**config.mk**
```make
export PLATFORM = sky130hd
export DESIGN_NAME = dense_weight_streamer
export DESIGN_NICKNAME = d
export VERILOG_FILES = /design/src/rtl/dense_weight_streamer.sv
export SDC_FILE = /design/constraint.sdc
export NUM_CORES = 1
export LEC_CHECK = 0
export ABC_AREA = 1
export BUFFER_PORTS_ARGS = -buffer_cell sky130_fd_sc_hd__buf_2
export CAP_MARGIN = 20
export CORE_MARGIN = 1
export CORE_UTILIZATION = 59
export CTS_BUF_LIST = sky130_fd_sc_hd__clkbuf_16
export CTS_CLUSTER_SIZE = 14
export DETAILED_ROUTE_END_ITERATION = 16
export PLACE_DENSITY = 0.85
export SLEW_MARGIN = 20
export SYNTH_ARGS = -nofsm -noshare
export SYNTH_HDL_FRONTEND = slang
export SYNTH_SLANG_ARGS = --single-unit
```
**constraint.sdc**
```tcl
create_clock -name clock -period 3.23 [get_ports clock]
set_clock_uncertainty 0.15 [all_clocks]
set_input_delay 0.4845 -clock clock [delete_from_list [all_inputs] [get_ports clock]]
set_output_delay 0.4845 -clock clock [all_outputs]
set_load 0.02 [all_outputs]
```
**src/rtl/dense_weight_streamer.sv**
```systemverilog
// Streams a DEPTH-word weight table from a registered-read ROM through a 2-entry skid buffer.
// Optional multi-pass streaming (input loops) is enabled by defining DENSE_STREAM_LOOP_EN.
module dense_weight_streamer #(
    parameter int DEPTH  = 128,
    parameter int ADDR_W = 7,
    parameter int DATA_W = 20
) (
    input  logic              clock,
    input  logic              reset_n,
    input  logic              start,
`ifdef DENSE_STREAM_LOOP_EN
    input  logic [3:0]        loops,
`endif
    output logic [ADDR_W-1:0] readAddr,
    input  logic [DATA_W-1:0] romData,
    output logic [DATA_W-1:0] out_data,
    output logic              out_valid,
    input  logic              out_ready,
    output logic              out_last,
    output logic              busy,
    output logic              done,
    output logic [1:0]        dbg_state
);

    if (DEPTH > (1 << ADDR_W)) begin : g_bad_depth
        $error("DEPTH does not fit in ADDR_W address bits");
    end

    typedef enum logic [1:0] {S_IDLE = 2'd0, S_RUN = 2'd1, S_DRAIN = 2'd2} state_t;

    // Handshake: a word transfers on every cycle with out_valid=1 and out_ready=1;
    // once out_valid rises, out_data/out_last hold until that transfer.
    state_t              state_q, state_d;
    logic [ADDR_W-1:0]   addr_q, addr_d;
    logic                rd_pend_q, rd_pend_d;
    logic                rd_last_q, rd_last_d;
    logic [DATA_W-1:0]   buf_data_q [2];
    logic [DATA_W-1:0]   buf_data_d [2];
    logic [1:0]          buf_last_q, buf_last_d;
    logic                wr_ptr_q, wr_ptr_d, rd_ptr_q, rd_ptr_d;
    logic [1:0]          cnt_q, cnt_d;
    logic                done_q, done_d;
    logic                final_pass;
`ifdef DENSE_STREAM_LOOP_EN
    logic [3:0]          pass_q, pass_d;
    assign final_pass = (pass_q == 4'd0);
`else
    assign final_pass = 1'b1;
`endif

    logic              accept, issue, at_end, hs, push, pop;
    logic              head_valid, head_last;
    logic [DATA_W-1:0] head_data;
    logic [1:0]        occ;

    // The word returning from the ROM is presented directly when the buffer is empty.
    assign head_valid = (cnt_q != 2'd0) || rd_pend_q;
    assign head_data  = (cnt_q != 2'd0) ? buf_data_q[rd_ptr_q] : romData;
    assign head_last  = (cnt_q != 2'd0) ? buf_last_q[rd_ptr_q] : rd_last_q;
    assign hs         = head_valid && out_ready;
    assign push       = rd_pend_q && !(hs && (cnt_q == 2'd0));
    assign pop        = hs && (cnt_q != 2'd0);
    assign occ        = cnt_q + {1'b0, rd_pend_q};
    assign accept     = (state_q == S_IDLE) && start && !done_q;
    assign issue      = (state_q == S_RUN) && (occ < 2'd2);
    assign at_end     = (addr_q == ADDR_W'(DEPTH - 1));

    always_ff @(posedge clock or negedge reset_n) begin
        if (!reset_n) begin
            state_q       <= S_IDLE;
            addr_q        <= '0;
            rd_pend_q     <= 1'b0;
            rd_last_q     <= 1'b0;
            buf_data_q[0] <= '0;
            buf_data_q[1] <= '0;
            buf_last_q    <= '0;
            wr_ptr_q      <= 1'b0;
            rd_ptr_q      <= 1'b0;
            cnt_q         <= '0;
            done_q        <= 1'b0;
`ifdef DENSE_STREAM_LOOP_EN
            pass_q        <= '0;
`endif
        end else begin
            state_q    <= state_d;
            addr_q     <= addr_d;
            rd_pend_q  <= rd_pend_d;
            rd_last_q  <= rd_last_d;
            buf_data_q <= buf_data_d;
            buf_last_q <= buf_last_d;
            wr_ptr_q   <= wr_ptr_d;
            rd_ptr_q   <= rd_ptr_d;
            cnt_q      <= cnt_d;
            done_q     <= done_d;
`ifdef DENSE_STREAM_LOOP_EN
            pass_q     <= pass_d;
`endif
        end
    end

    always_comb begin
        state_d = state_q;
        case (state_q)
            S_IDLE:  if (accept) state_d = S_RUN;
            S_RUN:   if (issue && at_end && final_pass) state_d = S_DRAIN;
            S_DRAIN: if (hs && head_last) state_d = S_IDLE;
            default: state_d = S_IDLE;
        endcase
    end

    always_comb begin
        addr_d     = addr_q;
        rd_pend_d  = issue;
        rd_last_d  = issue && at_end && final_pass;
        buf_data_d = buf_data_q;
        buf_last_d = buf_last_q;
        wr_ptr_d   = wr_ptr_q;
        rd_ptr_d   = rd_ptr_q;
        cnt_d      = cnt_q;
        done_d     = (state_q == S_DRAIN) && hs && head_last;
`ifdef DENSE_STREAM_LOOP_EN
        pass_d     = pass_q;
        if (accept)
            pass_d = loops;
        else if (issue && at_end && !final_pass)
            pass_d = pass_q - 4'd1;
`endif
        // The address only wraps between passes; after the final read it parks at DEPTH-1.
        if (accept) begin
            addr_d = '0;
        end else if (issue) begin
            if (!at_end)
                addr_d = addr_q + ADDR_W'(1);
            else if (!final_pass)
                addr_d = '0;
        end
        if (push) begin
            buf_data_d[wr_ptr_q] = romData;
            buf_last_d[wr_ptr_q] = rd_last_q;
            wr_ptr_d             = ~wr_ptr_q;
        end
        if (pop)
            rd_ptr_d = ~rd_ptr_q;
        case ({push, pop})
            2'b10:   cnt_d = cnt_q + 2'd1;
            2'b01:   cnt_d = cnt_q - 2'd1;
            default: cnt_d = cnt_q;
        endcase
    end

    always_comb begin
        readAddr  = addr_q;
        out_valid = head_valid;
        out_data  = head_valid ? head_data : '0;
        out_last  = head_valid && head_last;
        busy      = (state_q != S_IDLE);
        done      = done_q;
        dbg_state = state_q;
    end

endmodule

```
==> results of run 1 <==
[critical path, cell delays in order, from the launching register on]
cell	delay (ns)
dfrtp_1	0.47
nor2_4	0.09
inv_2	0.44
o21ai_0	0.17
o32ai_1	0.18
buf_2	0.23
[sequential cells by signal, summed over array words and instances (netlist names)]
| signal | cells |
|---|---|
| buf_data_q | 40 |
| buf_last_q | 2 |
| cnt_q | 2 |
| dbg_state | 2 |
| done | 1 |
| rd_last_q | 1 |
| rd_pend_q | 1 |
| rd_ptr_q | 1 |
| readAddr | 7 |
| wr_ptr_q | 1 |
[final timing paths]
path,startpoint,endpoint,cells after the start
hold reg to reg,dbg_state[0],done,1
setup / recovery,cnt_q[0],out_data[5],5
hold / removal,reset_n,rd_last_q,1
min in group clock,romData[1],buf_data_q[21],3
setup reg to reg,cnt_q[0],cnt_q[1],7
max in group asynchronous,reset_n,buf_data_q[22],2
[cell families after synthesis]
logic type / Yosys count / share of synthesized area
xor+xnor: 3 / 0.00911
flops: 58 / 0.503
simple gates: 134 / 0.206
compound gates: 87 / 0.182
fa+ha+maj: 2 / 0.00868
buf+inv: 57 / 0.0911
[power by group through the flow]
stage	Combinational, mW	Clock, mW	Sequential (mW)
after CTS	1.89	0.881	1.25
final	1.88	0.869	1.25
after global placement	1.82	0	1.24
after global routing	2.12	0.907	1.29
after detailed placement	1.87	0	1.25
after floorplan	1.44	0	1.24
[layout make-up]
| cell class | count | area share |
|---|---|---|
| well taps | 67 | 0.0245 |
| multi-input cells | 226 | 0.342 |
| inverters | 39 | 0.0428 |
| flip-flops and latches | 58 | 0.424 |
| clock buffers | 9 | 0.0659 |
| repair buffers | 58 | 0.0864 |
| clock inverters | 5 | 0.0139 |
[placed cells by master, fill, tap and decap left out, types with 9 or more instances in the layout]
cell,count
o21ai_1,26
nand2_1,82
buf_2,56
o21ai_0,39
clkbuf_16,9
nand3_1,14
nor2_1,28
dfrtp_1,58
inv_1,36
o32ai_1,19
[cells in the mapped netlist, types with 2 or more instances]
| cell | number | area [um2] |
|---|---|---|
| dfrtp_1 | 58 | 1450 |
| clkbuf_1 | 4 | 15.0 |
| clkbuf_2 | 2 | 10.0 |
| buf_6 | 5 | 56.3 |
| o32ai_1 | 19 | 166 |
| nor2_4 | 2 | 22.5 |
| inv_1 | 36 | 135 |
| nor2_1 | 28 | 105 |
| buf_2 | 7 | 35.0 |
| o21ai_1 | 26 | 130 |
| inv_2 | 3 | 11.3 |
| xor2_1 | 2 | 17.5 |
| ha_1 | 2 | 25.0 |
| o21ai_0 | 39 | 195 |
| nand2_1 | 82 | 308 |
| nand3_1 | 14 | 70.1 |
[through the flow]
stage               power [mW]   util
floorplan                 2.68      -
global placement          3.06  0.666
detailed placement        3.12  0.666
CTS                       4.02  0.724
global route              4.31  0.724
finish                    4.00  0.724
[per-layer routing]
layer	track usage	vias to the layer above
met1	0.363	1199
met3	0.0389	14
met4	0.135	0
met5	0	-
li1	-	1232
met2	0.422	63
==> summary.md, run 1 <==
| Metric | Value |
|---|---|
| Status | finished clean |
| Clock tree buffer depth | 2 |
| Max-cap violations | 0 |
| Starting density of the core | 0.611 |
| Placed inst area | 3150 um2 |
| Final Routed Wirelength | 6260 um |
| Worst-margin pin slew | 0.697 ns |
| Worst Path Max Fanout | 41 |
| Standard-cell row count | 25 |
| #FFs+latches synth | 58 |
| Die W | slightly above 70 um |
| CTS resizes | 0 |
| Layout cell share with drive strength beyond 1 | 0.213 |
| Max Transition Viols Final | 0 |
| Pre-CTS setup slack | roughly 1.1 ns |
| Core ar. | 4720 um2 |
| WP data arrival | 1.91 ns |
| Largest net degree at the start of global routing | 44 |
| Clock buffer count from CTS | 9 |
| Initial antenna violation count | 0 |
| Cell variety after synth | 28 |
| Skew-Pair Late Insertion Delay | roughly 0.32 ns |
| Sw frac | 0.440 |
| DRC violations left | 0 |
| Hold Fails Final Rpt | 0 |
| Clock network power share | 0.217 |
| Setup violators final | 0 |
| Die Ht | slightly above 70 um |
| Internal Pwr Total | 2.24 mW |
| Area occupied by registers | 1450 um2 |
| CTS Hold Buffers Added | 0 |
| HPWL Detailed | 3940 um |
| Placed Cells | around 450 |
| Syn Nets | between 300 and 400 |
| Ys Warns | 0 |
| Power per cell area | 1170 nW/um2 |
| Nets | 418 |
| Mapped Area | a little under 3000 um2 |
| M1 WL | between 2000 and 3000 um |
| Worst hold margin | 0.00139 ns |
| Tot GR Track Use | 0.267 |
| Worst min-delay path category | in -> async |
| DRT Pass-1 Iters | 4 |
| Critical Path RT | 2.60 ns |
| Met3 WL | 215 um |
| IO Pins | 57 |
| Routed wire length on met2 | ~3000 um |
| H-tree levels | 3 |
| Layout area overhead | 18.6% |
| Area of the multi-input gates | 1170 um2 |
| Fin area | roughly 3400 um2 |
| Clock-pin slew on the worst setup and hold paths | 0.05 ns |
| Vias in the first global route | 2,359 |
| Combinational Power Share | 0.471 |
| Reg2reg setup slack | 1.47 ns |
| RePlAce Congestion | slightly below 0.9 |
| Gate Count Post-Synth | approximately 340 |
| F_max | 393 MHz |
| Number of flops mapped to enable cells by yosys | 0 |
| Relative slew slack | 0.535 |
| Final non-filler cell total | 462 |
| Post-CTS Setup Bufs | 0 |
| TritonCTS clock tree | done |
| Power share of the sequential group | 0.312 |
| Clock period minus worst slack | 2.55 ns |
| Leak | 1.76 nW |
| Top routing layer used | met4 |
| VDD IR max | 0.821 mV |
| Number of fill cells | between 300 and 400 |
| Setup TNS | 0 ns |
| Input/output buffers | 56 |
| Clock sinks | 58 |
| RSZ-0062 raised after global routing | no |
| Final ANT Viol Nets | 0 |
| Wire per inst | 13.5 um |
| Fin crit share | 0.788 |
| Share of the yosys chip area belonging to registers | 0.503 |
| CP Class | reg -> out |
| First-pass GRT wire length | 10,500 um |
| Diodes inserted | 0 |
| 1st-iter DRT viols | 188 |
| Vias per std cell | around 5.4 |
| Worst setup margin | 0.684 ns |
| Syn_area_per_cell | 8.46 um2 |
| Ys async rst share | 1.00 |
| Die area | 5170 um2 |
| Clock root buffer | clkbuf_16 |
| Critical path endpoint category | output port |
| Critical path launch point type | flop |
| Top_reg_cell synth | dfrtp_1 |
| DR vias | 2,508 |
| NetSw | 1.76 mW |
| Grt ovf | 0 |
Note: power is estimated with default switching activity, not from simulation.
==> run 2, diff against run 1 <==
CORE_UTILIZATION = 49   (was 59)
PLACE_DENSITY = 0.75   (was 0.85)
clock period = 2.2 ns   (was 3.23 ns; I/O delays follow)
==> run 2 against run 1 <==
Effect of this change:
- register-to-register slack got worse by 1.2 ns
- largest power group unchanged
- core utilization down 10 points
- non-clock buffer count grew 4
- sequential cell count unchanged
- combinational power is 51% higher
==> summary.md, run 2 (synthesis results as in run 1) <==
| Metric | Value |
|---|---|
| Status | finished clean |
| Setup TNS | 0 ns |
| Die area | 6200 um2 |
| Worst min-delay path category | in -> reg |
| Layout Utilization | 0.621 |
| Largest net degree at the start of global routing | 44 |
| F_max | 480 MHz |
| Largest register by flop count | buf_data_q |
| Clock tree buffer depth | 2 |
| 1st-iter DRT viols | 124 |
| VDD IR max | just under 0.8 mV |
| Clock root buffer | clkbuf_16 |
| Fin crit share | 0.947 |
| Met3 WL | 332 um |
| WP data arrival | 1.60 ns |
| Setup violators final | 0 |
| Clock buffer count from CTS | 9 |
| Reg2reg setup slack | 0.25 ns |
| Commonest non-fill, non-tap cell in the layout | nand2_1 |
| RSZ-0062 raised after global routing | no |
| Relative slew slack | 0.678 |
| Critical path endpoint category | output port |
| Worst Path Max Fanout | between 40 and 50 |
| Clock-pin slew on the worst setup and hold paths | 0.05 ns |
| H-tree levels | 3 |
| TritonCTS clock tree | done |
| Diodes inserted | 0 |
| Commonest cells after routing, fill and taps aside | 82 x nand2_1, 57 x dfrtp_1, 56 x buf_2 |
| Leak | around 1.8 nW |
| DR vias | 2,482 |
| Grt ovf | 0 |
| Starting density of the core | 0.517 |
| Nets | 422 |
| DRT Pass-1 Iters | 4 |
| Tot GR Track Use | 0.215 |
| HPWL Detailed | 4000 um |
| Final Routed Wirelength | 6120 um |
| Initial antenna violation count | 0 |
| RePlAce Congestion | 0.829 |
| Clock period minus worst slack | roughly 2.1 ns |
| CP Class | reg -> out |
| Top routing layer used | met4 |
| Max reg flops | 40 |
| Clock sinks | 58 |
| CP max-delay cell | dfrtp_1 |
| Max Transition Viols Final | 0 |
| Max-cap violations | 0 |
| Layout area overhead | 20.0% |
| Max incr delay on CP | roughly 0.46 ns |
| M1 WL | ~2800 um |
| Standard-cell row count | 27 |
| Final ANT Viol Nets | 0 |
| Skew-Pair Late Insertion Delay | 0.32 ns |
| DRC violations left | 0 |
| First-pass GRT wire length | 10,200 um |
| IO Pins | 57 |
| Critical path buffers and inverters | 2 |
| CP top delay family | flip-flops |
| Vias per std cell | 5.26 |
| Worst-margin pin slew | just under 0.5 ns |
| Wire per inst | 13.0 um |
| Critical Path RT | 1.72 ns |
| Power per cell area | between 1500 and 2000 nW/um2 |
| Die W | 78.7 um |
| Critical path launch point type | flop |
| Hold Fails Final Rpt | 0 |
| Routed wire length on met2 | 2940 um |
| Input/output buffers | 56 |
| Crit path cell chain | nor2_4 -> inv_8 -> o32ai_1 -> buf_2 |
| Layout cell share with drive strength beyond 1 | 0.223 |
| Core ar. | 5570 um2 |
| Vias in the first global route | 2,206 |
| Die Ht | 78.7 um |
run 2: routing by layer:
metal  vias to the layer above  GRT usage
li1                       1248          -
met1                      1166      0.278
met2                        60      0.346
met3                         8     0.0609
met4                         0     0.0741
met5                         -          0
run 2: final timing paths:
path,startpoint,endpoint,cells past startpoint
max in group asynchronous,reset_n,rd_pend_q,3
max,cnt_q[0],out_data[4],4
max reg2reg,cnt_q[0],cnt_q[1],8
min,romData[1],buf_data_q[21],3
min reg2reg,dbg_state[0],done,1
min in group asynchronous,reset_n,buf_data_q[28],2
run 2: layout make-up:
type                            instances  area (um2)
Sequential cell                        58        1450
Fill cell                             494        2110
Multi-Input combinational cell        226        1170
Clock buffer                            9         225
Timing Repair Buffer                   62         340
Inverter                               39         156
Tap cell                               72        90.1
Clock inverter                          6        27.5
run 2: timing repair:
| item | in CTS | in global routing |
|---|---|---|
| endpoints found under the hold margin | 21 | 0 |
| setup endpoints to repair | 21 | 20 |
| setup buffers | 1 | 0 |
| cloned | 0 | 0 |
| pin swaps | 1 | 0 |
| resized for setup | 2 | 3 |
| hold buffers | 1 | 0 |
run 2: report_power, final:
group	internal (mW)	total [mW]	switching [mW]
clock network	0.735	1.17	0.438
logic	0.982	2.83	1.85
registers	1.52	1.84	0.316
run 2: stage by stage:
stage	instance area (um2)	std cells	hold slack, ns	setup WS, ns	power (mW)
after floorplan	2880	341	-0.116	0.317	3.94
after global placement	3180	455	0.172	0.207	4.57
after detailed placement	3180	455	0.173	0.139	4.65
after CTS	3460	472	0.144	0.0288	5.87
after global routing	3460	472	0.151	0.0350	6.30
final	3460	472	0.149	0.116	5.84
run 2: tightest hold or removal path, delay by kind of cell:
kind / cells / cell delay, ns
AOI/OAI and AO/OA: 1 / 0.12
buffers and inverters: 2 / 0.13
==> run 3, diff against run 2 <==
ABC_AREA = default   (was 1)
CORE_UTILIZATION = 50   (was 49)
CTS_BUF_LIST = default   (was sky130_fd_sc_hd__clkbuf_16)
PLACE_DENSITY = 0.76   (was 0.75)
==> run 3 against run 2 <==
Effect of this change:
- first-iteration DRC count down 16%
- sequential cell count unchanged
- core utilization increased by 1.9 points
- synthesized area is 0.91% higher
- highest routed layer unchanged
- critical path depth unchanged
- critical path type unchanged
- die area down 1.1%
- worst setup slack got worse by 0.034 ns
- count of clock-buffer cells in the layout grew 1
- clock power up 4%
- final cell count fell by 21%
==> summary.md, run 3 <==
| Metric | Value |
|---|---|
| Met2 usage | 0.326 |
| Tot GR Track Use | 0.204 |
| Fin crit share | 0.963 |
| Commonest non-fill, non-tap cell in the layout | dfrtp_1 |
| Leak | 1.69 nW |
| Setup TNS | 0 ns |
| Vias in the first global route | a little over 2k |
| Commonest cells in the netlist | 58 x dfrtp_1, 27 x mux2i_1, 24 x nand3_1 |
| Layout Utilization | 0.640 |
| Hold Fails Final Rpt | 0 |
| Wire per inst | around 15 um |
| Mapped Area | between 2000 and 3000 um2 |
| Ys Warns | 0 |
| Critical Path RT | 1.72 ns |
| Worst setup margin | around 0.082 ns |
| 1st-iter DRT viols | 104 |
| Critical path endpoint category | output port |
| Layout cell share with drive strength beyond 1 | 0.439 |
| Post-CTS Setup Bufs | 0 |
| Largest cells by area after synthesis | dfrtp_1 50%, mux2_4 10%, mux2i_1 9.3% |
| Clock period minus worst slack | around 2.1 ns |
| Largest net degree at the start of global routing | 31 |
| Fin area | 3570 um2 |
| #FFs+latches synth | 58 |
| Worst hold margin | 0.105 ns |
| Cell accounting for the most synthesized area | dfrtp_1 |
| Cells on worst reg2reg path | 5 |
| Skew-Pair Late Insertion Delay | 0.33 ns |
| Die area | 6130 um2 |
| Final Routed Wirelength | roughly 5600 um |
| HPWL Detailed | 3870 um |
| Pre-CTS setup slack | 0.392 ns |
| Clock sinks | 58 |
| Core ar. | about 5600 um2 |
| Crit path to | out_last |
| Syn Nets | 258 |
| Starting density of the core | 0.522 |
| Clock root buffer | clkbuf_8 |
| GR Util met1 | 0.260 |
| Nets | 322 |
| Initial antenna violation count | 0 |
| H-tree levels | 3 |
| Syn_area_per_cell | between 10 and 15 um2 |
| IO Pins | 57 |
| Cell variety after synth | 36 |
| Input/output buffers | 56 |
| DRC violations left | 0 |
| Met3 usage | 0.0628 |
| Worst R2R Start | cnt_q[0] |
| First-pass GRT wire length | 9410 um |
| Gate Count Post-Synth | 232 |
| Die W | 78.3 um |
| Worst setup startpoint | cnt_q[1] |
| Share of the yosys chip area belonging to registers | 0.499 |
| Reg2reg setup slack | about 0.37 ns |
| Vias per std cell | approximately 5.4 |
| Clock buffer count from CTS | 9 |
| Max reg flops | 40 |
| Ys async rst share | 1.00 |
| Layout area overhead | 22.6% |
| Worst-margin pin slew | 0.478 ns |
| WP data arrival | 1.64 ns |
| Number of fill cells | 424 |
| Final ANT Viol Nets | 0 |
| F_max | 472 MHz |
| Post-synth top area share | 0.499 |
| RSZ-0062 raised after global routing | yes |
| CP Class | reg -> out |
| Most numerous cell in the Yosys netlist | dfrtp_1 |
| Worst min-delay path category | in -> reg |
| Largest register by flop count | buf_data_q |
| Number of flops mapped to enable cells by yosys | 0 |
| Max-cap violations | 0 |
| Worst Path Max Fanout | 13 |
| Clock tree buffer depth | 2 |
| TritonCTS clock tree | done |
| Power per cell area | 1800 nW/um2 |
| Worst r2r dst | buf_data_q[38] |
| Standard-cell row count | 27 |
| Commonest cells after routing, fill and taps aside | 58 x dfrtp_1, 56 x buf_2, 26 x mux2i_1 |
| RePlAce Congestion | 0.766 |
| Critical path launch point type | flop |
| DRT Pass-1 Iters | 5 |
| Max Transition Viols Final | 0 |
| Top_reg_cell synth | dfrtp_1 |
| VDD IR max | 0.829 mV |
| DR vias | 2,008 |
| Setup violators final | 0 |
| Placed inst area | about 3300 um2 |
| Status | finished clean |
| Grt ovf | 0 |
| Die Ht | between 70 and 80 um |
| Clock-pin slew on the worst setup and hold paths | 0.07 ns |
| Top Usage Layer GRT | met2 |
| Diodes inserted | 0 |
| Relative slew slack | 0.681 |
## run 3: per-stage QoR
step | power, mW | cells
after floorplan | 4.33 | 232
after global placement | 5.06 | 356
after detailed placement | 5.16 | 356
after CTS | 6.42 | 373
after global routing | 6.82 | 373
final | 6.41 | 373
## run 3: timing repair
item | in CTS | in global routing
hold buffers | 1 | 0
hold endpoints to repair | 19 | 0
endpoints found under the setup margin | 0 | 12
resized for setup | 0 | 5
## run 3: critical path, cell delays in order, from the launching register on
cell and delay (ns):
dfrtp_1 0.44, nor2_4 0.20, buf_6 0.18, mux2i_2 0.27
buf_2 0.20
## run 3: worst min path at each step
stage,start,end,slack [ns],cells after the start
global route,romData[14],buf_data_q[34],0.09,2
global placement,reset_n,buf_data_q[18],0.16,1
detailed placement,reset_n,buf_data_q[14],0.17,1
floorplan,reset_n,buf_data_q[0],-0.12,0
CTS,romData[4],buf_data_q[24],0.09,2
finish,romData[4],buf_data_q[24],0.11,2
## run 3: cells by family (layout without fill, tap and decap cells)
| group | Yosys count | count (layout) | share of synthesized area |
|---|---|---|---|
| adder cells (fa/ha/maj) | 2 | 2 | 0.00860 |
| AND/OR/NAND/NOR | 51 | 51 | 0.0989 |
| buffers and inverters | 19 | 88 | 0.0365 |
| multiplexers | 69 | 69 | 0.281 |
| flip-flops | 58 | 58 | 0.499 |
| XOR/XNOR | 5 | 5 | 0.0151 |
| AO/OA/AOI/OAI | 28 | 28 | 0.0611 |
## run 3: power breakdown
part	internal, mW	switching (mW)
registers	1.58	0.355
logic	1.55	1.70
clock network	0.787	0.436
## run 3: layer usage
layer | up-vias | wire length (um)
met3 | 5 | 218
met5 | - | 0
met2 | 56 | 2770
met1 | 989 | 2550
li1 | 958 | -
met4 | 0 | 51
## run 3: final cells by class
| class | instances | area, um2 | share of cell area |
|---|---|---|---|
| inverters | 3 | 11.3 | 0.00316 |
| clock buffers | 10 | 138 | 0.0386 |
| repair buffers | 69 | 409 | 0.115 |
| well taps | 72 | 90.1 | 0.0252 |
| flip-flops and latches | 58 | 1450 | 0.407 |
| clock inverters | 6 | 113 | 0.0316 |
| multi-input cells | 155 | 1360 | 0.380 |
